`config.mk`:
```
export PLATFORM = sky130hd
export DESIGN_NAME = gaussian_cdt_sampler
export DESIGN_NICKNAME = d
export VERILOG_FILES = /design/src/rtl/gaussian_cdt_sampler.sv
export SDC_FILE = /design/constraint.sdc
export NUM_CORES = 2
export LEC_CHECK = 0
export BUFFER_PORTS_ARGS = -buffer_cell sky130_fd_sc_hd__buf_4
export CAP_MARGIN = 20
export CELL_PAD_IN_SITES_DETAIL_PLACEMENT = 1
export CELL_PAD_IN_SITES_GLOBAL_PLACEMENT = 1
export CORE_MARGIN = 4
export CORE_UTILIZATION = 35
export CTS_CLUSTER_SIZE = 25
export DETAILED_ROUTE_END_ITERATION = 8
export PLACE_DENSITY_LB_ADDON = 0.25
export REMOVE_ABC_BUFFERS = 1
export SLEW_MARGIN = 20
export SYNTH_ARGS = -nofsm -noshare
export SYNTH_HDL_FRONTEND = slang
export SYNTH_SLANG_ARGS = --single-unit
```
`constraint.sdc`:
```
create_clock -name clk -period 14 [get_ports clk]
set_input_delay 2.8 -clock clk [delete_from_list [all_inputs] [get_ports clk]]
set_output_delay 2.8 -clock clk [all_outputs]
set_load 0.01 [all_outputs]
```
`src/rtl/gaussian_cdt_sampler.sv`:
```
// Purpose : discrete-Gaussian sampler; pulls 64-bit uniform words from the RNG and
//           maps each to a signed sample with a constant-time CDT scan.
// Latency : REQ->sample_valid = N_ENTRIES+3 cycles with a 1-cycle RNG; a rejected
//           word costs one extra full round.
// Backpr. : sample held in OUT until sample_ready; no new RNG request meanwhile.
//
// Ports:
//   clk, rstn                  clock, async active-low reset
//   en                         run enable (current sample always completes)
//   tab_we/tab_addr/tab_wdata  CDT threshold write port, honoured only in IDLE
//   rng_ce                     one-cycle request pulse to the RNG
//   rng_valid/rng_data         RNG answer; bit 63 = sign, bits 62:0 = magnitude draw
//   sample_valid/sample_ready  output stream handshake
//   sample_out                 signed sample, two's complement
//   busy                       high outside IDLE
//   rej_cnt                    saturating count of rejected words
module gaussian_cdt_sampler #(
  parameter int N_ENTRIES = 16,
  parameter int ADDR_W    = 4,
  parameter int OUT_W     = 8
) (
  input  logic              clk,
  input  logic              rstn,
  input  logic              en,
  input  logic              tab_we,
  input  logic [ADDR_W-1:0] tab_addr,
  input  logic [62:0]       tab_wdata,
  output logic              rng_ce,
  input  logic              rng_valid,
  input  logic [63:0]       rng_data,
  output logic              sample_valid,
  input  logic              sample_ready,
  output logic [OUT_W-1:0]  sample_out,
  output logic              busy,
  output logic [15:0]       rej_cnt
);

  typedef enum logic [2:0] {
    S_IDLE, S_REQ, S_WAIT, S_SCAN, S_RESOLVE, S_OUT
  } state_t;

  localparam logic [ADDR_W-1:0] LP_LAST = ADDR_W'(N_ENTRIES - 1);
  localparam logic [ADDR_W:0]   LP_N    = (ADDR_W + 1)'(N_ENTRIES);

  state_t             r_state;
  state_t             w_next;
  logic [62:0]        r_tab [N_ENTRIES];
  logic [62:0]        r_r;
  logic               r_sgn;
  logic [ADDR_W-1:0]  r_idx;
  logic [ADDR_W:0]    r_acc;
  logic [OUT_W-1:0]   r_sample;
  logic               r_valid;
  logic [15:0]        r_rej;

  logic               w_hit;
  logic               w_last;
  logic               w_reject;
  logic               w_tab_wr;
  logic [OUT_W-1:0]   w_mag;
  logic [OUT_W-1:0]   w_signed;

  // One threshold compared per cycle; every entry is visited regardless of the
  // outcome so timing never depends on the drawn value.
  assign w_hit    = (r_r >= r_tab[r_idx]);
  assign w_last   = (r_idx == LP_LAST);
  // r=0 with negative sign would duplicate the zero sample; dropping it keeps
  // the distribution symmetric.
  assign w_reject = (r_acc == '0) && r_sgn;
  assign w_tab_wr = (r_state == S_IDLE) && tab_we && ({1'b0, tab_addr} < LP_N);
  assign w_mag    = OUT_W'(r_acc);
  assign w_signed = r_sgn ? (-w_mag) : w_mag;

  // State register
  always_ff @(posedge clk or negedge rstn) begin
    if (!rstn) r_state <= S_IDLE;
    else       r_state <= w_next;
  end

  // Next-state logic
  always_comb begin
    w_next = r_state;
    case (r_state)
      S_IDLE:    if (en) w_next = S_REQ;
      S_REQ:     w_next = S_WAIT;
      S_WAIT:    if (rng_valid) w_next = S_SCAN;
      S_SCAN:    if (w_last) w_next = S_RESOLVE;
      S_RESOLVE: w_next = w_reject ? S_REQ : S_OUT;
      S_OUT:     if (sample_ready) w_next = en ? S_REQ : S_IDLE;
      default:   w_next = S_IDLE;
    endcase
  end

  // State-decoded outputs
  always_comb begin
    rng_ce = (r_state == S_REQ);
    busy   = (r_state != S_IDLE);
  end

  // CDT register file
  always_ff @(posedge clk or negedge rstn) begin
    if (!rstn) begin
      for (int i = 0; i < N_ENTRIES; i++) r_tab[i] <= '0;
    end else if (w_tab_wr) begin
      r_tab[tab_addr] <= tab_wdata;
    end
  end

  // Datapath
  always_ff @(posedge clk or negedge rstn) begin
    if (!rstn) begin
      r_r      <= '0;
      r_sgn    <= 1'b0;
      r_idx    <= '0;
      r_acc    <= '0;
      r_sample <= '0;
      r_valid  <= 1'b0;
      r_rej    <= '0;
    end else begin
      case (r_state)
        S_WAIT: begin
          if (rng_valid) begin
            r_r   <= rng_data[62:0];
            r_sgn <= rng_data[63];
            r_idx <= '0;
            r_acc <= '0;
          end
        end
        S_SCAN: begin
          r_acc <= r_acc + {{ADDR_W{1'b0}}, w_hit};
          r_idx <= r_idx + 1'b1;
        end
        S_RESOLVE: begin
          if (w_reject) begin
            if (r_rej != 16'hFFFF) r_rej <= r_rej + 16'd1;
          end else begin
            r_sample <= w_signed;
            r_valid  <= 1'b1;
          end
        end
        S_OUT: begin
          if (sample_ready) r_valid <= 1'b0;
        end
        default: ;
      endcase
    end
  end

  assign sample_valid = r_valid;
  assign sample_out   = r_sample;
  assign rej_cnt      = r_rej;

endmodule

```
==> run_summary.xml <==
<?xml version="1.0" encoding="UTF-8"?>
<metrics>
  <group name="run_status">
    <metric name="run_status" unit="">completed</metric>
  </group>
  <group name="timing">
    <metric name="max_slew.worst_pin.slew" unit="ns">1.086</metric>
    <metric name="setup_viol_count_final" unit="">0</metric>
    <metric name="final_max_slew_viol_count" unit="">0</metric>
    <metric name="hold_violations" unit="">0</metric>
    <metric name="max_freq" unit="MHz">149.3</metric>
    <metric name="period_share" unit="%">47.84</metric>
    <metric name="rsz0062_at_grt" unit="">false</metric>
    <metric name="fin_worst_skew" unit="ns">0.02928</metric>
    <metric name="slew_headroom" unit="%">27.60</metric>
    <metric name="timing.final.crit_period" unit="ns">6.697</metric>
  </group>
  <group name="layout">
    <metric name="utilization" unit="%">40.50</metric>
    <metric name="multi_input_comb_area" unit="um^2">22160</metric>
    <metric name="design.final.nets" unit="">3756</metric>
    <metric name="area_growth_syn_to_layout" unit="%">14.39</metric>
    <metric name="ff_latch_area" unit="um^2">27770</metric>
    <metric name="drive_gt1_share" unit="%">46.49</metric>
    <metric name="fill_cells" unit="">14400</metric>
    <metric name="fin_cells" unit="">5559</metric>
  </group>
  <group name="global_route">
    <metric name="first_global_vias" unit="">32580</metric>
    <metric name="grt_first_pass_wirelength" unit="um">220900</metric>
    <metric name="antenna_found_initial" unit="">13</metric>
    <metric name="global_route_total_usage_across_every_layer" unit="%">19.36</metric>
    <metric name="maximum_number_of_pins_on_one_net_before_global_route_repair" unit="">146</metric>
    <metric name="gr-total-overflow" unit="">0</metric>
  </group>
  <group name="yosys">
    <metric name="ys_warn_count" unit="">0</metric>
    <metric name="post_synth_fa_ha_maj_area_fraction" unit="%">1.691</metric>
    <metric name="synth_async_sr_flop_share" unit="%">100.0</metric>
    <metric name="synth-seq-cells" unit="">1109</metric>
    <metric name="synth_edf_count" unit="">0</metric>
    <metric name="synth-compound-area-share" unit="%">5.361</metric>
    <metric name="dominant_combinational_cell_family_by_area_after_synthesis" unit="">multiplexers</metric>
    <metric name="synth_top_cell_area_share" unit="%">54.37</metric>
    <metric name="leading_cell_type_by_number_of_instances_after_synthesis" unit="">sky130_fd_sc_hd__mux2_2</metric>
    <metric name="yosysTopAreaCell" unit="">sky130_fd_sc_hd__dfrtp_1</metric>
    <metric name="multiplexer_area_fraction_after_synthesis" unit="%">34.37</metric>
    <metric name="post_synth.cell_area_avg" unit="um^2">14.65</metric>
    <metric name="synth-simple-area-share" unit="%">1.456</metric>
    <metric name="proportion_of_synthesized_chip_area_in_sequential_cells" unit="%">54.37</metric>
    <metric name="synthXorXnorAreaFrac" unit="%">0.2745</metric>
    <metric name="synth_cell_type_count" unit="">54</metric>
    <metric name="synth.area.top_cells" unit="">sky130_fd_sc_hd__dfrtp_1 54%, sky130_fd_sc_hd__mux2_2 25%, sky130_fd_sc_hd__mux4_2 5.6%</metric>
    <metric name="ys_top_cells_by_count" unit="">1120 x sky130_fd_sc_hd__mux2_2, 1109 x sky130_fd_sc_hd__dfrtp_1, 191 x sky130_fd_sc_hd__mux2i_1, 182 x sky130_fd_sc_hd__clkbuf_1, 127 x sky130_fd_sc_hd__a221oi_1</metric>
    <metric name="netlist_area" unit="um^2">51050</metric>
    <metric name="synthCells" unit="">3485</metric>
    <metric name="synthFlopType" unit="">sky130_fd_sc_hd__dfrtp_1</metric>
  </group>
  <group name="clocking">
    <metric name="post_cts.repair.setup_buffers" unit="">0</metric>
    <metric name="cts.htree.levels" unit="">4</metric>
    <metric name="clkSlewWorstSetupHoldPaths" unit="ns">0.06</metric>
    <metric name="cts-buffers-inserted" unit="">131</metric>
    <metric name="cts_resized" unit="">0</metric>
    <metric name="clk_root_buffer_cell" unit="">sky130_fd_sc_hd__clkbuf_16</metric>
    <metric name="postCtsHoldBufs" unit="">0</metric>
    <metric name="max-clock-path-buffers" unit="">3</metric>
    <metric name="insertion_delay" unit="ns">0.75</metric>
    <metric name="cts_tree" unit="">built</metric>
    <metric name="numClockSinks" unit="">1109</metric>
  </group>
  <group name="placed_design">
    <metric name="place_hpwl" unit="um">82790</metric>
    <metric name="routabilityCongestion" unit="">0.7079</metric>
    <metric name="placement.io_buffers" unit="">163</metric>
    <metric name="placedCellCount" unit="">5320</metric>
  </group>
  <group name="pwr">
    <metric name="leakage_power_total" unit="uW">0.02722</metric>
    <metric name="irDropWorstVdd" unit="V">0.0001840</metric>
    <metric name="pwr_density_cell" unit="nW/um^2">212.9</metric>
  </group>
  <group name="run">
    <metric name="cap_violations" unit="">0</metric>
  </group>
  <group name="floorplanning">
    <metric name="io_pins" unit="">164</metric>
    <metric name="num_rows" unit="">139</metric>
    <metric name="floorplan.die_area" unit="um^2">152000</metric>
    <metric name="core-area" unit="um^2">144200</metric>
    <metric name="start_util" unit="%">35.40</metric>
    <metric name="fp.dieW" unit="um">389.9</metric>
    <metric name="die_h" unit="um">389.9</metric>
  </group>
  <group name="min_path">
    <metric name="hold_depth" unit="">2</metric>
    <metric name="worst_hold_path_type" unit="">flop to flop</metric>
    <metric name="timing.hold.worst.start" unit="">sample_out[6]</metric>
    <metric name="worstHoldEndpoint" unit="">sample_out[6]</metric>
  </group>
  <group name="worst_setup_path">
    <metric name="worst-path-max-fanout" unit="">30</metric>
    <metric name="reg2reg_from" unit="">r_idx[2]</metric>
    <metric name="r2r-end" unit="">r_acc[4]</metric>
    <metric name="reg2reg_depth" unit="">19</metric>
    <metric name="worst_setup_path_start_kind" unit="">flop</metric>
    <metric name="worstSetupEndpointType" unit="">flop</metric>
    <metric name="timing_worst_setup_path_type" unit="">flop to flop</metric>
    <metric name="reg2reg_slack" unit="ns">7.30</metric>
    <metric name="cp.arrival" unit="ns">7.32</metric>
    <metric name="timing.critical_path.required" unit="ns">14.63</metric>
  </group>
  <group name="routing">
    <metric name="remaining_routing_drc_violations" unit="">0</metric>
    <metric name="detail-route-antenna-nets" unit="">0</metric>
    <metric name="wire_length_per_cell_after_detailed_routing" unit="um">26.42</metric>
    <metric name="dr.first_iter.drc_count" unit="">1639</metric>
    <metric name="num_vias" unit="">30400</metric>
    <metric name="drt-total-wl" unit="um">146900</metric>
    <metric name="route.detailed.vias_per_inst" unit="">5.469</metric>
    <metric name="firstDrtPassIters" unit="">5</metric>
  </group>
</metrics>
## layer usage
layer  GRT usage (%)  vias to the layer above  part of all wire [%]
met5               0                        -                 0.031
met4           5.318                        6                   2.2
met3           3.393                      212                   4.3
met2           30.81                      484                    47
met1           27.35                    16490                    47
li1                -                    13200                     -
## layout make-up
type | instances | share of cell area (%)
Clock inverter | 38 | 0.6943
Antenna cell | 8 | 0.03429
Inverter | 11 | 0.07071
Timing Repair Buffer | 217 | 2.908
Tap cell | 1903 | 4.078
Multi-Input combinational cell | 2080 | 37.95
Sequential cell | 1109 | 47.55
Clock buffer | 193 | 6.711
## cell usage in the layout, fill, tap and decap left out, types with 4 or more instances in the layout
| cell | count |
|---|---|
| sky130_fd_sc_hd__buf_4 | 209 |
| sky130_fd_sc_hd__ha_1 | 69 |
| sky130_fd_sc_hd__a221oi_1 | 127 |
| sky130_fd_sc_hd__xor2_1 | 4 |
| sky130_fd_sc_hd__mux2_1 | 16 |
| sky130_fd_sc_hd__clkbuf_1 | 28 |
| sky130_fd_sc_hd__a21oi_1 | 88 |
| sky130_fd_sc_hd__nor2b_1 | 7 |
| sky130_fd_sc_hd__clkbuf_8 | 28 |
| sky130_fd_sc_hd__diode_2 | 8 |
| sky130_fd_sc_hd__clkinv_2 | 23 |
| sky130_fd_sc_hd__dfrtp_1 | 1105 |
| sky130_fd_sc_hd__buf_12 | 4 |
| sky130_fd_sc_hd__inv_1 | 11 |
| sky130_fd_sc_hd__mux2_2 | 1120 |
| sky130_fd_sc_hd__o21ai_0 | 90 |
| sky130_fd_sc_hd__nor2_1 | 19 |
| sky130_fd_sc_hd__mux2i_1 | 191 |
| sky130_fd_sc_hd__xnor2_1 | 12 |
| sky130_fd_sc_hd__nand2_1 | 33 |
| sky130_fd_sc_hd__nand2_4 | 10 |
| sky130_fd_sc_hd__mux4_2 | 126 |
| sky130_fd_sc_hd__a21o_1 | 13 |
| sky130_fd_sc_hd__nor3_1 | 4 |
| sky130_fd_sc_hd__o21a_1 | 62 |
| sky130_fd_sc_hd__clkinvlp_4 | 4 |
| sky130_fd_sc_hd__and3_1 | 4 |
| sky130_fd_sc_hd__bufinv_16 | 7 |
| sky130_fd_sc_hd__nand4_1 | 19 |
| sky130_fd_sc_hd__clkbuf_16 | 137 |
| sky130_fd_sc_hd__dfrtp_4 | 4 |
| sky130_fd_sc_hd__nand3_1 | 19 |
## where the power goes
part           switching [uW]  internal (uW)  leakage, uW  total [uW]
clock                    1370           2060      0.00213        3430
sequential                723           4390       0.0148        5110
combinational            1820           2070       0.0103        3890
total                    3910           8520       0.0272       12400
## state kept, by name (all words and copies together) (netlist names)
name and cells:
r_r 63, r_idx 4, r_sgn 1, sample_out 8, r_state 3, r_tab 1008, sample_valid 1, rej_cnt 16
r_acc 5
## through the flow
stage	setup WS [ns]	total power, uW	instance area (um^2)	hold WS [ns]	TNS [ns]
2_1_floorplan	-1.858	8198	49820	0.4533	-8.741
3_3_place_gp	7.559	8968	54030	0.4648	0
3_5_place_dp	7.494	9108	54030	0.4696	0
4_1_cts	7.454	12600	58360	0.4876	0
5_1_grt	7.058	13200	58370	0.4959	0
6_report	7.303	12430	58390	0.4832	0
## worst max path at each step
stage	depth (start not counted)	from	endpoint
finish	19	r_idx[2]	r_acc[4]
global route	19	r_idx[0]	r_acc[4]
CTS	19	r_idx[0]	r_acc[4]
detailed placement	19	r_idx[2]	r_acc[4]
global placement	19	r_idx[2]	r_acc[4]
floorplan	17	r_idx[0]	r_acc[4]
## kinds of logic after synthesis
logic type,count (synthesis)
and+or+nand+nor,141
buffers and inverters,296
adders and majority gates,69
AOI/OAI and AO/OA,401
xor gates and xnor gates,16
muxes,1453
DFF,1109
## critical path: stages (launching register included)
cell and delay [ns]:
sky130_fd_sc_hd__dfrtp_4 0.70, sky130_fd_sc_hd__buf_4 0.48, sky130_fd_sc_hd__buf_4 0.71, sky130_fd_sc_hd__nand2b_2 0.65, sky130_fd_sc_hd__o21ai_0 0.37, sky130_fd_sc_hd__a21oi_1 0.09
sky130_fd_sc_hd__o21a_1 0.22, sky130_fd_sc_hd__a221oi_1 0.22, sky130_fd_sc_hd__ha_1 0.21, sky130_fd_sc_hd__nand4_1 0.18, sky130_fd_sc_hd__nor3_1 0.53, sky130_fd_sc_hd__o31ai_1 0.17
sky130_fd_sc_hd__o211ai_1 0.21, sky130_fd_sc_hd__a31oi_1 0.22, sky130_fd_sc_hd__o21ai_0 0.64, sky130_fd_sc_hd__ha_1 0.33, sky130_fd_sc_hd__ha_1 0.23, sky130_fd_sc_hd__a31oi_1 0.09
sky130_fd_sc_hd__o21ai_0 0.14, sky130_fd_sc_hd__o21ai_0 0.10
Note: power is estimated with default switching activity, not from simulation.
